===== src/rtl/mxint8_bd_ref_mon_if.sv =====
// Bus bundle for the MXINT8 broadcast reference monitor: operand, converter
// result under test, and the registered reference/check results.
interface mxint8_bd_ref_mon_if #(
    parameter int BLOCK_SIZE  = 32,
    parameter int SCALE_WIDTH = 8,
    parameter int ELEM_WIDTH  = 8,
    parameter int CNT_WIDTH   = 16
);
    logic                             i_valid;
    logic [31:0]                      i_float32;
    logic [SCALE_WIDTH-1:0]           i_dut_scale;
    logic [BLOCK_SIZE*ELEM_WIDTH-1:0] i_dut_elements;
    logic                             o_valid;
    logic [SCALE_WIDTH-1:0]           o_scale;
    logic [BLOCK_SIZE*ELEM_WIDTH-1:0] o_mxint8_elements;
    logic                             o_overflow;
    logic                             o_mismatch;
    logic [CNT_WIDTH-1:0]             o_check_cnt;
    logic [CNT_WIDTH-1:0]             o_err_cnt;

    modport master (
        output i_valid, i_float32, i_dut_scale, i_dut_elements,
        input  o_valid, o_scale, o_mxint8_elements, o_overflow,
               o_mismatch, o_check_cnt, o_err_cnt
    );

    modport slave (
        input  i_valid, i_float32, i_dut_scale, i_dut_elements,
        output o_valid, o_scale, o_mxint8_elements, o_overflow,
               o_mismatch, o_check_cnt, o_err_cnt
    );
endinterface


===== src/rtl/mxint8_bd_ref_mon.sv =====
// Golden float32 -> MXINT8 broadcast converter with a one-cycle registered
// comparison against the converter under test and saturating counters.
module mxint8_bd_ref_mon #(
    parameter int BLOCK_SIZE  = 32,
    parameter int SCALE_WIDTH = 8,
    parameter int ELEM_WIDTH  = 8,
    parameter int CNT_WIDTH   = 16
) (
    input  logic                 clk,
    input  logic                 rst,
    mxint8_bd_ref_mon_if.slave   bus
);

    // Round the 1.6 magnitude to nearest-even; bit 8 flags saturation at 128.
    function automatic logic [8:0] rne_mag(input logic [22:0] man);
        logic [7:0] mag;
        logic       inc;
        inc = man[16] & ((|man[15:0]) | man[17]);
        mag = {2'b01, man[22:17]} + {7'b0000000, inc};
        if (mag == 8'd128) begin
            rne_mag = {1'b1, 8'd127};
        end else begin
            rne_mag = {1'b0, mag};
        end
    endfunction

    logic [7:0]                       exp_s;
    logic [8:0]                       rnd_s;
    logic [SCALE_WIDTH-1:0]           ref_scale_s;
    logic [ELEM_WIDTH-1:0]            ref_elem_s;
    logic                             ref_ovf_s;
    logic                             is_nan_s;
    logic [BLOCK_SIZE*ELEM_WIDTH-1:0] ref_elems_s;
    logic                             mismatch_s;

    logic                             valid_r;
    logic [SCALE_WIDTH-1:0]           scale_r;
    logic [BLOCK_SIZE*ELEM_WIDTH-1:0] elems_r;
    logic                             ovf_r;
    logic                             mismatch_r;
    logic [CNT_WIDTH-1:0]             check_cnt_r;
    logic [CNT_WIDTH-1:0]             err_cnt_r;

    // Reference conversion of the current operand and comparison with the DUT.
    always_comb begin
        exp_s       = bus.i_float32[30:23];
        rnd_s       = rne_mag(bus.i_float32[22:0]);
        ref_scale_s = 8'h00;
        ref_elem_s  = 8'h00;
        ref_ovf_s   = 1'b0;
        is_nan_s    = 1'b0;
        case (exp_s)
            8'h00: begin
                ref_scale_s = 8'h00;
                ref_elem_s  = 8'h00;
            end
            8'hFF: begin
                ref_scale_s = 8'hFF;
                is_nan_s    = 1'b1;
            end
            default: begin
                ref_scale_s = exp_s;
                ref_ovf_s   = rnd_s[8];
                if (bus.i_float32[31]) begin
                    ref_elem_s = 8'd0 - rnd_s[7:0];
                end else begin
                    ref_elem_s = rnd_s[7:0];
                end
            end
        endcase
        ref_elems_s = {BLOCK_SIZE{ref_elem_s}};
        // Element payload of an Inf/NaN block carries no meaning.
        mismatch_s  = (bus.i_dut_scale != ref_scale_s) |
                      (~is_nan_s & (bus.i_dut_elements != ref_elems_s));
    end

    // Output registers and saturating check/error counters.
    always_ff @(posedge clk) begin
        if (rst) begin
            valid_r     <= 1'b0;
            scale_r     <= '0;
            elems_r     <= '0;
            ovf_r       <= 1'b0;
            mismatch_r  <= 1'b0;
            check_cnt_r <= '0;
            err_cnt_r   <= '0;
        end else begin
            valid_r <= bus.i_valid;
            if (bus.i_valid) begin
                scale_r    <= ref_scale_s;
                elems_r    <= ref_elems_s;
                ovf_r      <= ref_ovf_s;
                mismatch_r <= mismatch_s;
                if (check_cnt_r != {CNT_WIDTH{1'b1}}) begin
                    check_cnt_r <= check_cnt_r + CNT_WIDTH'(1);
                end
                if (mismatch_s && (err_cnt_r != {CNT_WIDTH{1'b1}})) begin
                    err_cnt_r <= err_cnt_r + CNT_WIDTH'(1);
                end
            end else begin
                mismatch_r <= 1'b0;
            end
        end
    end

    assign bus.o_valid           = valid_r;
    assign bus.o_scale           = scale_r;
    assign bus.o_mxint8_elements = elems_r;
    assign bus.o_overflow        = ovf_r;
    assign bus.o_mismatch        = mismatch_r;
    assign bus.o_check_cnt       = check_cnt_r;
    assign bus.o_err_cnt         = err_cnt_r;

endmodule


===== src/flat_wrapper.sv =====
// flat-port wrapper written by rule: the top's interface ports become plain ports
module mxint8_bd_ref_mon_flat 
#(
    parameter int BLOCK_SIZE  = 32,
    parameter int SCALE_WIDTH = 8,
    parameter int ELEM_WIDTH  = 8,
    parameter int CNT_WIDTH   = 16
)
  (clk, rst, bus_i_valid, bus_i_float32, bus_i_dut_scale, bus_i_dut_elements, bus_o_valid, bus_o_scale, bus_o_mxint8_elements, bus_o_overflow, bus_o_mismatch, bus_o_check_cnt, bus_o_err_cnt);
  mxint8_bd_ref_mon_if #(.BLOCK_SIZE(BLOCK_SIZE), .SCALE_WIDTH(SCALE_WIDTH), .ELEM_WIDTH(ELEM_WIDTH), .CNT_WIDTH(CNT_WIDTH)) bus_i ();
  input  logic clk;
  input  logic rst;
  input wire logic [$bits(bus_i.i_valid)-1:0] bus_i_valid;
  input wire logic [$bits(bus_i.i_float32)-1:0] bus_i_float32;
  input wire logic [$bits(bus_i.i_dut_scale)-1:0] bus_i_dut_scale;
  input wire logic [$bits(bus_i.i_dut_elements)-1:0] bus_i_dut_elements;
  output wire logic [$bits(bus_i.o_valid)-1:0] bus_o_valid;
  output wire logic [$bits(bus_i.o_scale)-1:0] bus_o_scale;
  output wire logic [$bits(bus_i.o_mxint8_elements)-1:0] bus_o_mxint8_elements;
  output wire logic [$bits(bus_i.o_overflow)-1:0] bus_o_overflow;
  output wire logic [$bits(bus_i.o_mismatch)-1:0] bus_o_mismatch;
  output wire logic [$bits(bus_i.o_check_cnt)-1:0] bus_o_check_cnt;
  output wire logic [$bits(bus_i.o_err_cnt)-1:0] bus_o_err_cnt;
  assign bus_i.i_valid = bus_i_valid;
  assign bus_i.i_float32 = bus_i_float32;
  assign bus_i.i_dut_scale = bus_i_dut_scale;
  assign bus_i.i_dut_elements = bus_i_dut_elements;
  assign bus_o_valid = bus_i.o_valid;
  assign bus_o_scale = bus_i.o_scale;
  assign bus_o_mxint8_elements = bus_i.o_mxint8_elements;
  assign bus_o_overflow = bus_i.o_overflow;
  assign bus_o_mismatch = bus_i.o_mismatch;
  assign bus_o_check_cnt = bus_i.o_check_cnt;
  assign bus_o_err_cnt = bus_i.o_err_cnt;
  mxint8_bd_ref_mon #(.BLOCK_SIZE(BLOCK_SIZE), .SCALE_WIDTH(SCALE_WIDTH), .ELEM_WIDTH(ELEM_WIDTH), .CNT_WIDTH(CNT_WIDTH)) u_core (.clk(clk), .rst(rst), .bus(bus_i));
endmodule

===== config.mk =====
export PLATFORM = sky130hd
export DESIGN_NAME = mxint8_bd_ref_mon_flat
export DESIGN_NICKNAME = d
export VERILOG_FILES = /design/src/rtl/mxint8_bd_ref_mon_if.sv /design/src/rtl/mxint8_bd_ref_mon.sv /design/src/flat_wrapper.sv
export SDC_FILE = /design/constraint.sdc
export NUM_CORES = 1
export LEC_CHECK = 0
export ABC_CLOCK_PERIOD_IN_PS = 10600
export CAP_MARGIN = 25
export CORE_AREA = 4 4 228 230
export CTS_CLUSTER_DIAMETER = 120
export DETAILED_ROUTE_END_ITERATION = 16
export DIE_AREA = 0 0 232 234
export SLEW_MARGIN = 20
export SYNTH_ARGS = -nofsm -noshare
export SYNTH_HDL_FRONTEND = slang
export SYNTH_SLANG_ARGS = --single-unit

===== constraint.sdc =====
create_clock -name clk -period 10.6 [get_ports clk]
set_input_delay 2.12 -clock clk [delete_from_list [all_inputs] [get_ports clk]]
set_output_delay 2.12 -clock clk [all_outputs]
set_load 0.05 [all_outputs]

# Word-level counts from Yosys, hierarchy flattened
# Index checks and enable logic that the tools add are counted.
[totals]
register_bits = 299
out_inout_bits = 299
[op_classes]
n_addsub = 4
eq_ne = 6
n_mux = 6
bitwise = 6
n_reduce_logical = 7
[op_table]
columns = ["operator", "count"]
rows = [
  ["$ne A256 B256 Y1", 1],
  ["$add A16 B1 Y16 const B", 2],
  ["$ne A16 B16 Y1 const B", 2],
  ["$eq A8 B8 Y1 const B", 2],
  ["$mux W8", 2],
  ["$pmux W8 S2", 1],
  ["$reduce_or A16 Y1", 1],
  ["$mux W9", 1],
  ["$add A7 B1 Y8", 1],
  ["$logic_not A8 Y1", 1],
  ["$ne A8 B8 Y1", 1],
  ["$sub A1 B8 Y8 const A", 1],
  ["$reduce_and A2 Y1", 2],
  ["$reduce_or A2 Y1", 2],
  ["$and A1 B1 Y1", 2],
  ["$mux W1", 2],
  ["$not A1 Y1", 2],
  ["$or A1 B1 Y1", 2],
  ["$logic_and A1 B1 Y1", 1],
]

# Depth between registers and ports, before layout
# Gate-level depths: netlist of run 1.
[logic_depth]
ltp_word = 14
ltp_mapped = 13
depth_no_buf = 11

# Worst setup path before layout of run 1
# Ideal clock, no wire load.
[synth_timing]
path_type = "input to register"
startpoint = "input bus_i_float32[9]"
endpoint = "register u_core.err_cnt_r[0], in the netlist u_core.bus.o_err_cnt[0]"
setup_ps = 121
t_arrival_ps = 4952
required_ps = 10479
setup_slack_ps = 5527
cell_stages = 10
n_path_buf = 1
cell_sequence = "or4_1 o41a_1 or3_1 a31oi_1 mux2i_1 nand3_1 nor4_4 buf_6 nor2_1 mux2_4"
[synth_between]
elab_chain_len = 14
[synth_lines]
columns = ["element", "line", "rtl"]
rows = [
  ["start, declared", "flat_wrapper.sv:14", "input wire logic [$bits(bus_i.i_float32)-1:0] bus_i_float32;"],
  ["$reduce_or A16 Y1 (*)", "mxint8_bd_ref_mon.sv:18", "inc = man[16] & ((|man[15:0]) | man[17]);"],
  ["$or A1 B1 Y1 (*)", "mxint8_bd_ref_mon.sv:18", ""],
  ["$and A1 B1 Y1 (*)", "mxint8_bd_ref_mon.sv:18", ""],
  ["$add A7 B1 Y8 (*)", "mxint8_bd_ref_mon.sv:19", "mag = {2'b01, man[22:17]} + {7'b0000000, inc};"],
  ["$eq A8 B8 Y1", "mxint8_bd_ref_mon.sv:20", "if (mag == 8'd128) begin"],
  ["$mux W9 (*)", "mxint8_bd_ref_mon.sv:20", ""],
  ["$sub A1 B8 Y8", "mxint8_bd_ref_mon.sv:65", "ref_elem_s = 8'd0 - rnd_s[7:0];"],
  ["$mux W8 (*)", "mxint8_bd_ref_mon.sv:64", "if (bus.i_float32[31]) begin"],
  ["$mux W8 (*)", "mxint8_bd_ref_mon.sv:52", "case (exp_s)"],
  ["$ne A256 B256 Y1 (*)", "mxint8_bd_ref_mon.sv:74", "(~is_nan_s & (bus.i_dut_elements != ref_elems_s));"],
  ["$and A1 B1 Y1 (*)", "mxint8_bd_ref_mon.sv:74", ""],
  ["$or A1 B1 Y1 (*)", "mxint8_bd_ref_mon.sv:73", "mismatch_s = (bus.i_dut_scale != ref_scale_s) |"],
  ["$logic_and A1 B1 Y1 (*)", "mxint8_bd_ref_mon.sv:97", "if (mismatch_s && (err_cnt_r != {CNT_WIDTH{1'b1}})) begin"],
  ["$reduce_and A2 Y1 (no line) (*)", "-", ""],
  ["end signal, assigned", "mxint8_bd_ref_mon.sv:98", "err_cnt_r <= err_cnt_r + CNT_WIDTH'(1);"],
  ["end, declared", "mxint8_bd_ref_mon.sv:42", "logic [CNT_WIDTH-1:0] err_cnt_r;"],
]
# Mark *: on every way between the ends. The rest lies on a longest branch, timed or not.
# A chain may end at the register's enable or synchronous reset.

# Worst setup path in the final report of run 1
[layout_timing]
startpoint = "input bus_i_float32[17]"
endpoint = "register u_core.err_cnt_r[13], in the netlist u_core.bus.o_err_cnt[13]"
[layout_between]
elab_chain_len = 13
[layout_lines]
columns = ["element", "line"]
rows = [
  ["$or A1 B1 Y1", "mxint8_bd_ref_mon.sv:18"],
  ["$and A1 B1 Y1", "mxint8_bd_ref_mon.sv:18"],
  ["$add A7 B1 Y8 (*)", "mxint8_bd_ref_mon.sv:19"],
  ["$eq A8 B8 Y1", "mxint8_bd_ref_mon.sv:20"],
  ["$mux W9 (*)", "mxint8_bd_ref_mon.sv:20"],
  ["$sub A1 B8 Y8", "mxint8_bd_ref_mon.sv:65"],
  ["$mux W8 (*)", "mxint8_bd_ref_mon.sv:64"],
  ["$mux W8 (*)", "mxint8_bd_ref_mon.sv:52"],
  ["$ne A256 B256 Y1 (*)", "mxint8_bd_ref_mon.sv:74"],
  ["$and A1 B1 Y1 (*)", "mxint8_bd_ref_mon.sv:74"],
  ["$or A1 B1 Y1 (*)", "mxint8_bd_ref_mon.sv:73"],
  ["$logic_and A1 B1 Y1 (*)", "mxint8_bd_ref_mon.sv:97"],
  ["$reduce_and A2 Y1 (no line) (*)", "-"],
]
# Marks and branches as above.

==> out/qor.csv, run 1 <==
metric,value,unit
status,"complete, no violations",
critical path's slowest cell,nor4_4,
Critical Path Start,bus_i_float32[17],
Int Power,0.000525,W
Die Area,54300,um^2
Core ar.,49900,um^2
layout cells sized above 1,0.0361,
# H-tree levels,2,
post-layout util,0.223,
Port Buffers,597,
Seq pwr share,0.210,
Post-synth EDFFs,0,
Switching Fraction,0.457,
R2R cell count,9,
WP data arrival,5950,ps
post-CTS setup buffers,0,
Ys Warns,0,
insertion delay to the later sink of the worst-skew pair,290,ps
DRT Pass-1 Iters,5,
final net count,1438,
Post-Synth Simple-Gate Area,0.340,
XOR/XNOR Fraction of Synth Area,0.0380,
register bit total from synthesis,51,
min Tclk post-route,5770,ps
post-DP HPWL,26100,um
complex-gate fraction of the synthesized area,0.0695,
# Max-Cap Violations,0,
main combinational cell family by area after synthesis,simple AND/OR/NAND/NOR gates,
Crit. End Element,register,
starting density of the core,0.120,
hold buffer count at CTS,0,
post_cts resized,0,
Die W,232,um
critical path type,in -> reg,
Final GP Congestion,0.854,
Startpoint Class,input pin,
TritonCTS sink count,51,
std cell rows,82,
Critical Path RT,10780,ps
largest net degree at the start of global routing,60,
worst ir drop on vdd,66.7,uV
Psw,0.000442,W
most frequent cells in the layout,"clkdlybuf4s50_1 (596), nand4_1 (89), nor4_1 (78)",
top_reg_cell synth,dfxtp_1,
Synth Net Count,1089,
"Seq/Total Area, Yosys",0.170,
setup tns final,0,ps
Vert. Die Dim,234,um
Layout fillers,5495,
hold depth,2,
area delta synth->final,85.6,%
CTS tree,built,
mux contribution to synthesized area,0.0497,
initial antenna violation count,3,
vias in the first global route,6864,
global route total overflow,0,
Post-Synthesis Cells,787,
Clk pwr share,0.172,
# DRC,0,
DR vias,7048,
RSZ-0062 raised after global routing,no,
DRT Wirelength,29600,um
I/O pin cnt,598,
final setup fails,0,
vias per inst,3.89,
"commonest non-fill, non-tap cell in the layout",clkdlybuf4s50_1,
Worst-path clk slew,70,ps
power density over the cells,87.0,nW/um^2
Final Slew Violations,0,
wire per inst,16.3,um
clk_skew,3.34,ps
Hold Startpoint,u_core.bus.o_mxint8_elements[248],
worst r2r src,u_core.bus.o_err_cnt[3],
Mean Syn Cell Area,7.62,um^2
CP cell instances,clkdlybuf4s50_1 -> and2_1 -> ha_1 -> and4b_1 -> and4_1 -> a2111oi_0 -> o31ai_2 -> mux2_2 -> o211ai_1 -> nor4_4 -> buf_6 -> nor3_1 -> mux2_4,
Final period util,0.544,
Synth Area in Adders,0.00626,
Post-DRT Antenna Nets,0,
first-pass GRT wire length,41300,um
CP max stage delay,590,ps
post-synth cell types,53,
Hold Crit Class,reg -> reg,
Tightest Pin Transition,986,ps
Leak Pwr,3.52,nW
worst relative slew slack,0.337,
gr usage total,0.0983,
Gate power share,0.617,
Detailed Route Iter0 Violations,270,
asr flop ratio synth,0,
Peak Freq,173,MHz
CTS Buf Count,5,
final hold vios,0,
CP max FO,15,
CTS Root Cell,clkbuf_16,
synthesized cell area,5990,um^2
Max Buffers Root-to-Sink,2,
==> power by group through the flow <==
stage	Sequential (W)	Combinational [W]	Clock, W
detailed placement	0.000208	0.000601	0
global route	0.000205	0.000622	0.000180
floorplan	0.000239	0.000373	0
CTS	0.000204	0.000602	0.000174
finish	0.000204	0.000597	0.000167
global placement	0.000208	0.000596	0
==> registers in the layout (all words and copies together) (netlist names) <==
name                          count
u_core.bus.o_check_cnt           16
u_core.bus.o_err_cnt             16
u_core.bus.o_mxint8_elements      8
u_core.bus.o_scale                8
u_core.bus.o_valid                1
u_core.bus.o_overflow             1
u_core.bus.o_mismatch             1
==> metrics by stage <==
step	worst slack [ps]	hold slack, ps	cell area (um^2)	instances	total power, W
2_1_floorplan	5530	714	5990	787	0.000612
3_3_place_gp	4260	462	10900	1800	0.000804
3_5_place_dp	4490	467	11000	1801	0.000809
4_1_cts	4810	477	11100	1809	0.000980
5_1_grt	4540	520	11100	1811	0.00101
6_report	4830	473	11100	1812	0.000967
==> worst max-delay path, delay by kind of cell <==
| kind | cells | cell delay [ps] |
|---|---|---|
| muxes | 2 | 570 |
| and+or+nand+nor | 5 | 1380 |
| adders and majority gates | 1 | 350 |
| AOI/OAI and AO/OA | 3 | 810 |
| buffers and inverters | 2 | 720 |
==> Yosys cell counts (2+ instances only) <==
master | instances | area share
buf_4 | 248 | 0.31
nand4_1 | 89 | 0.093
nor4_1 | 79 | 0.082
nor2_1 | 58 | 0.036
dfxtp_1 | 51 | 0.17
nand2_1 | 26 | 0.016
a21oi_1 | 18 | 0.015
mux2i_1 | 17 | 0.028
or4_1 | 16 | 0.020
xor2_1 | 16 | 0.023
nand3_1 | 14 | 0.012
clkbuf_1 | 13 | 0.0081
and3_1 | 11 | 0.011
nor2b_1 | 11 | 0.011
o21ai_0 | 11 | 0.0092
or3_1 | 11 | 0.011
nor3_1 | 10 | 0.0084
xnor2_1 | 10 | 0.015
mux2_4 | 7 | 0.018
and2_1 | 6 | 0.0063
inv_1 | 5 | 0.0031
nand2b_1 | 5 | 0.0052
o31ai_1 | 5 | 0.0063
and4_1 | 4 | 0.0058
a31oi_1 | 3 | 0.0031
ha_1 | 3 | 0.0063
o2111ai_1 | 3 | 0.0044
o31a_1 | 3 | 0.0044
or2_2 | 3 | 0.0031
a2111oi_0 | 2 | 0.0029
a21o_1 | 2 | 0.0025
and4b_1 | 2 | 0.0033
buf_1 | 2 | 0.0013
mux2_2 | 2 | 0.0038
nor3b_1 | 2 | 0.0025
or4_4 | 2 | 0.0038
==> logic make-up after synthesis <==
family / count (synthesis)
AND/OR/NAND/NOR: 352
buffers and inverters: 271
AO/OA/AOI/OAI: 58
flip-flops: 51
XOR/XNOR: 26
multiplexers: 26
adder cells (fa/ha/maj): 3
==> final cells by class <==
type,count,area [um^2],area share
antenna,3,7.51,0.000675
clock buffer,6,139,0.0125
clock inverter,2,16.3,0.00146
inverter,6,22.5,0.00202
multi-input combinational,465,3020,0.272
sequential,51,1020,0.0919
tap,672,841,0.0756
timing repair buffer,607,6050,0.544
==> path summary, 6_finish.rpt <==
kind | end | slack [ps]
hold reg to reg | u_core.bus.o_mxint8_elements[248] | 470
hold / removal | u_core.bus.o_mxint8_elements[248] | 470
setup reg to reg | u_core.bus.o_err_cnt[5] | 8040
setup / recovery | u_core.bus.o_err_cnt[13] | 4830
==> metal layers <==
layer  GRT usage  wire, um  up-vias
met5           0         0        -
met4      0.0234       463        0
met3      0.0261      2890       22
met2       0.186     15200      418
met1       0.110     11000     3224
li1            -         -     3384
Power figures use the tool's default switching activity.
==> inputs of run 2 (changes only) <==
ABC_CLOCK_PERIOD_IN_PS = 5100   (was 10600)
CORE_AREA = 4 4 233 235   (was 4 4 228 230)
DIE_AREA = 0 0 237 239   (was 0 0 232 234)
clock period = 5.1 ns   (was 10.6 ns; I/O delays follow)
==> run 2 against run 1 <==
Flip-flop and latch count stayed put. Clock skew is 4.6 ps higher. Cell count increased by 1.2%. Final area rose by 0.91%. Utilization fell by 0.82 points. Register-to-register slack got worse by 5500 ps.
==> out/qor.csv, run 2 (same netlist as run 1, synthesis figures left out) <==
metric,value,unit,change
Port Buffers,597,,unchanged
hold buffer count at CTS,0,,unchanged
DRT Wirelength,29900,um,was 29600 um
Final period util,0.892,,
layout cells sized above 1,0.0410,,was 0.0361
initial antenna violation count,0,,was 3
post-DP HPWL,26200,um,was 26100 um
Leak Pwr,3.57,nW,was 3.52 nW
Die Area,56600,um^2,was 54300 um^2
worst r2r src,u_core.bus.o_err_cnt[3],,unchanged
vias in the first global route,7233,,was 6864
vias per inst,3.87,,was 3.89
post-CTS setup buffers,0,,unchanged
# placed instances,1824,,was 1801
CP max stage delay,520,ps,was 590 ps
DRT Pass-1 Iters,4,,was 5
Final Slew Violations,0,,unchanged
Hold Crit Class,reg -> reg,,unchanged
I/O pin cnt,598,,unchanged
final net count,1446,,was 1438
"commonest non-fill, non-tap cell in the layout",clkdlybuf4s50_1,,unchanged
gr usage total,0.0968,,was 0.0983
global route total overflow,0,,unchanged
first-pass GRT wire length,42800,um,was 41300 um
CTS Root Cell,clkbuf_16,,unchanged
Core ar.,52200,um^2,was 49900 um^2
Hold Startpoint,u_core.bus.o_scale[2],,was u_core.bus.o_mxint8_elements[248]
std cell rows,84,,was 82
Crit. End Element,register,,unchanged
CTS Buf Count,5,,unchanged
CP max FO,21,,was 15
insertion delay to the later sink of the worst-skew pair,310,ps,was 290 ps
# DRC,0,,unchanged
Post-DRT Antenna Nets,0,,unchanged
family with the most delay on the worst path,simple AND/OR/NAND/NOR gates,,unchanged
starting density of the core,0.115,,was 0.120
final hold vios,0,,unchanged
Detailed Route Iter0 Violations,258,,was 270
hold depth,2,,unchanged
power density over the cells,182,nW/um^2,was 87.0 nW/um^2
wire per inst,16.3,um,about the same
most frequent cells in the layout,"clkdlybuf4s50_1 (596), nand4_1 (89), nor4_1 (79)",,"was clkdlybuf4s50_1 (596), nand4_1 (89), nor4_1 (78)"
worst r2r dst,u_core.bus.o_err_cnt[9],,was u_core.bus.o_err_cnt[5]
Final GP Congestion,0.858,,was 0.854
Startpoint Class,input pin,,unchanged
Die W,237,um,was 232 um
Hold Path End,u_core.bus.o_scale[2],,was u_core.bus.o_mxint8_elements[248]
Vert. Die Dim,239,um,was 234 um
setup tns final,0,ps,unchanged
final setup fails,0,,unchanged
largest net degree at the start of global routing,34,,was 60
min Tclk post-route,4550,ps,
Peak Freq,220,MHz,
worst relative slew slack,0.474,,was 0.337
critical path type,in -> reg,,unchanged
WP data arrival,4780,ps,was 5950 ps
fin cells,1834,,was 1812
R2R cell count,9,,unchanged
critical path's slowest cell,or4_1,,was nor4_4
area delta synth->final,87.3,%,was 85.6%
TritonCTS sink count,51,,unchanged
post-layout util,0.215,,was 0.223
DR vias,7099,,was 7048
Max Buffers Root-to-Sink,2,,unchanged
Tightest Pin Transition,787,ps,was 986 ps
RSZ-0062 raised after global routing,no,,unchanged
CP Depth,13,,unchanged
CP cell instances,clkdlybuf4s50_1 -> and2_1 -> ha_1 -> and4b_1 -> and4_1 -> a2111oi_0 -> o31ai_2 -> mux2_2 -> o211ai_1 -> nor4_4 -> buf_4 -> or4_1 -> a21oi_1,,was clkdlybuf4s50_1 -> and2_1 -> ha_1 -> and4b_1 -> and4_1 -> a2111oi_0 -> o31ai_2 -> mux2_2 -> o211ai_1 -> nor4_4 -> buf_6 -> nor3_1 -> mux2_4
CTS tree,built,,unchanged
post_cts resized,0,,unchanged
# Max-Cap Violations,0,,unchanged
Critical Path RT,5340,ps,was 10780 ps
"reg-to-reg slack, setup",2520,ps,was 8040 ps
status,"complete, no violations",,unchanged
worst ir drop on vdd,122,uV,was 66.7 uV
# H-tree levels,2,,unchanged
buffers plus inverters on the worst setup path,2,,unchanged
Worst-path clk slew,70,ps,about the same
clk_skew,7.98,ps,was 3.34 ps
[run 2: worst max path at each step]
stage	slack (ps)	start	endpoint
after floorplan	1130	bus_i_float32[9]	u_core.bus.o_err_cnt[0]
final	550	bus_i_float32[17]	u_core.bus.o_err_cnt[4]
after CTS	580	bus_i_float32[17]	u_core.bus.o_err_cnt[4]
after global routing	270	bus_i_float32[17]	u_core.bus.o_err_cnt[4]
after detailed placement	250	bus_i_float32[17]	u_core.bus.o_err_cnt[9]
after global placement	390	bus_i_float32[17]	u_core.bus.o_err_cnt[12]
[run 2: per-layer routing]
| metal | GRT usage | share of wire |
|---|---|---|
| met1 | 0.104 | 0.37 |
| met2 | 0.192 | 0.53 |
| met3 | 0.0180 | 0.074 |
| met4 | 0.0265 | 0.022 |
| met5 | 0 | 0 |
[run 2: worst reg2reg max path, delay by kind of cell (launching register included)]
kind,cells,cell delay [ps]
multiplexers,1,310
flip-flops,1,440
AND/OR/NAND/NOR,8,1740
[run 2: metrics by stage]
stage               total power, W  hold WS (ps)  setup slack [ps]  area (um^2)
global placement           0.00168           482               390        11000
finish                     0.00205           498               553        11200
CTS                        0.00208           505               579        11200
global route               0.00213           536               265        11200
detailed placement         0.00169           485               251        11100
floorplan                  0.00127           714              1130         5990
[run 2: final cells by class]
| type | count | area, um^2 |
|---|---|---|
| fill | 5705 | 41000 |
| sequential | 51 | 1020 |
| inverter | 6 | 22.5 |
| clock buffer | 5 | 125 |
| multi-input combinational | 465 | 3020 |
| tap | 688 | 861 |
| clock inverter | 3 | 27.5 |
| antenna | 1 | 2.50 |
| timing repair buffer | 615 | 6150 |
[run 2: power by group]
part | total, W | switching [W] | internal, W
Clock | 0.000368 | 0.000181 | 0.000187
Sequential | 0.000426 | 0.0000157 | 0.000410
Combinational | 0.00125 | 0.000760 | 0.000491
Total | 0.00205 | 0.000957 | 0.00109
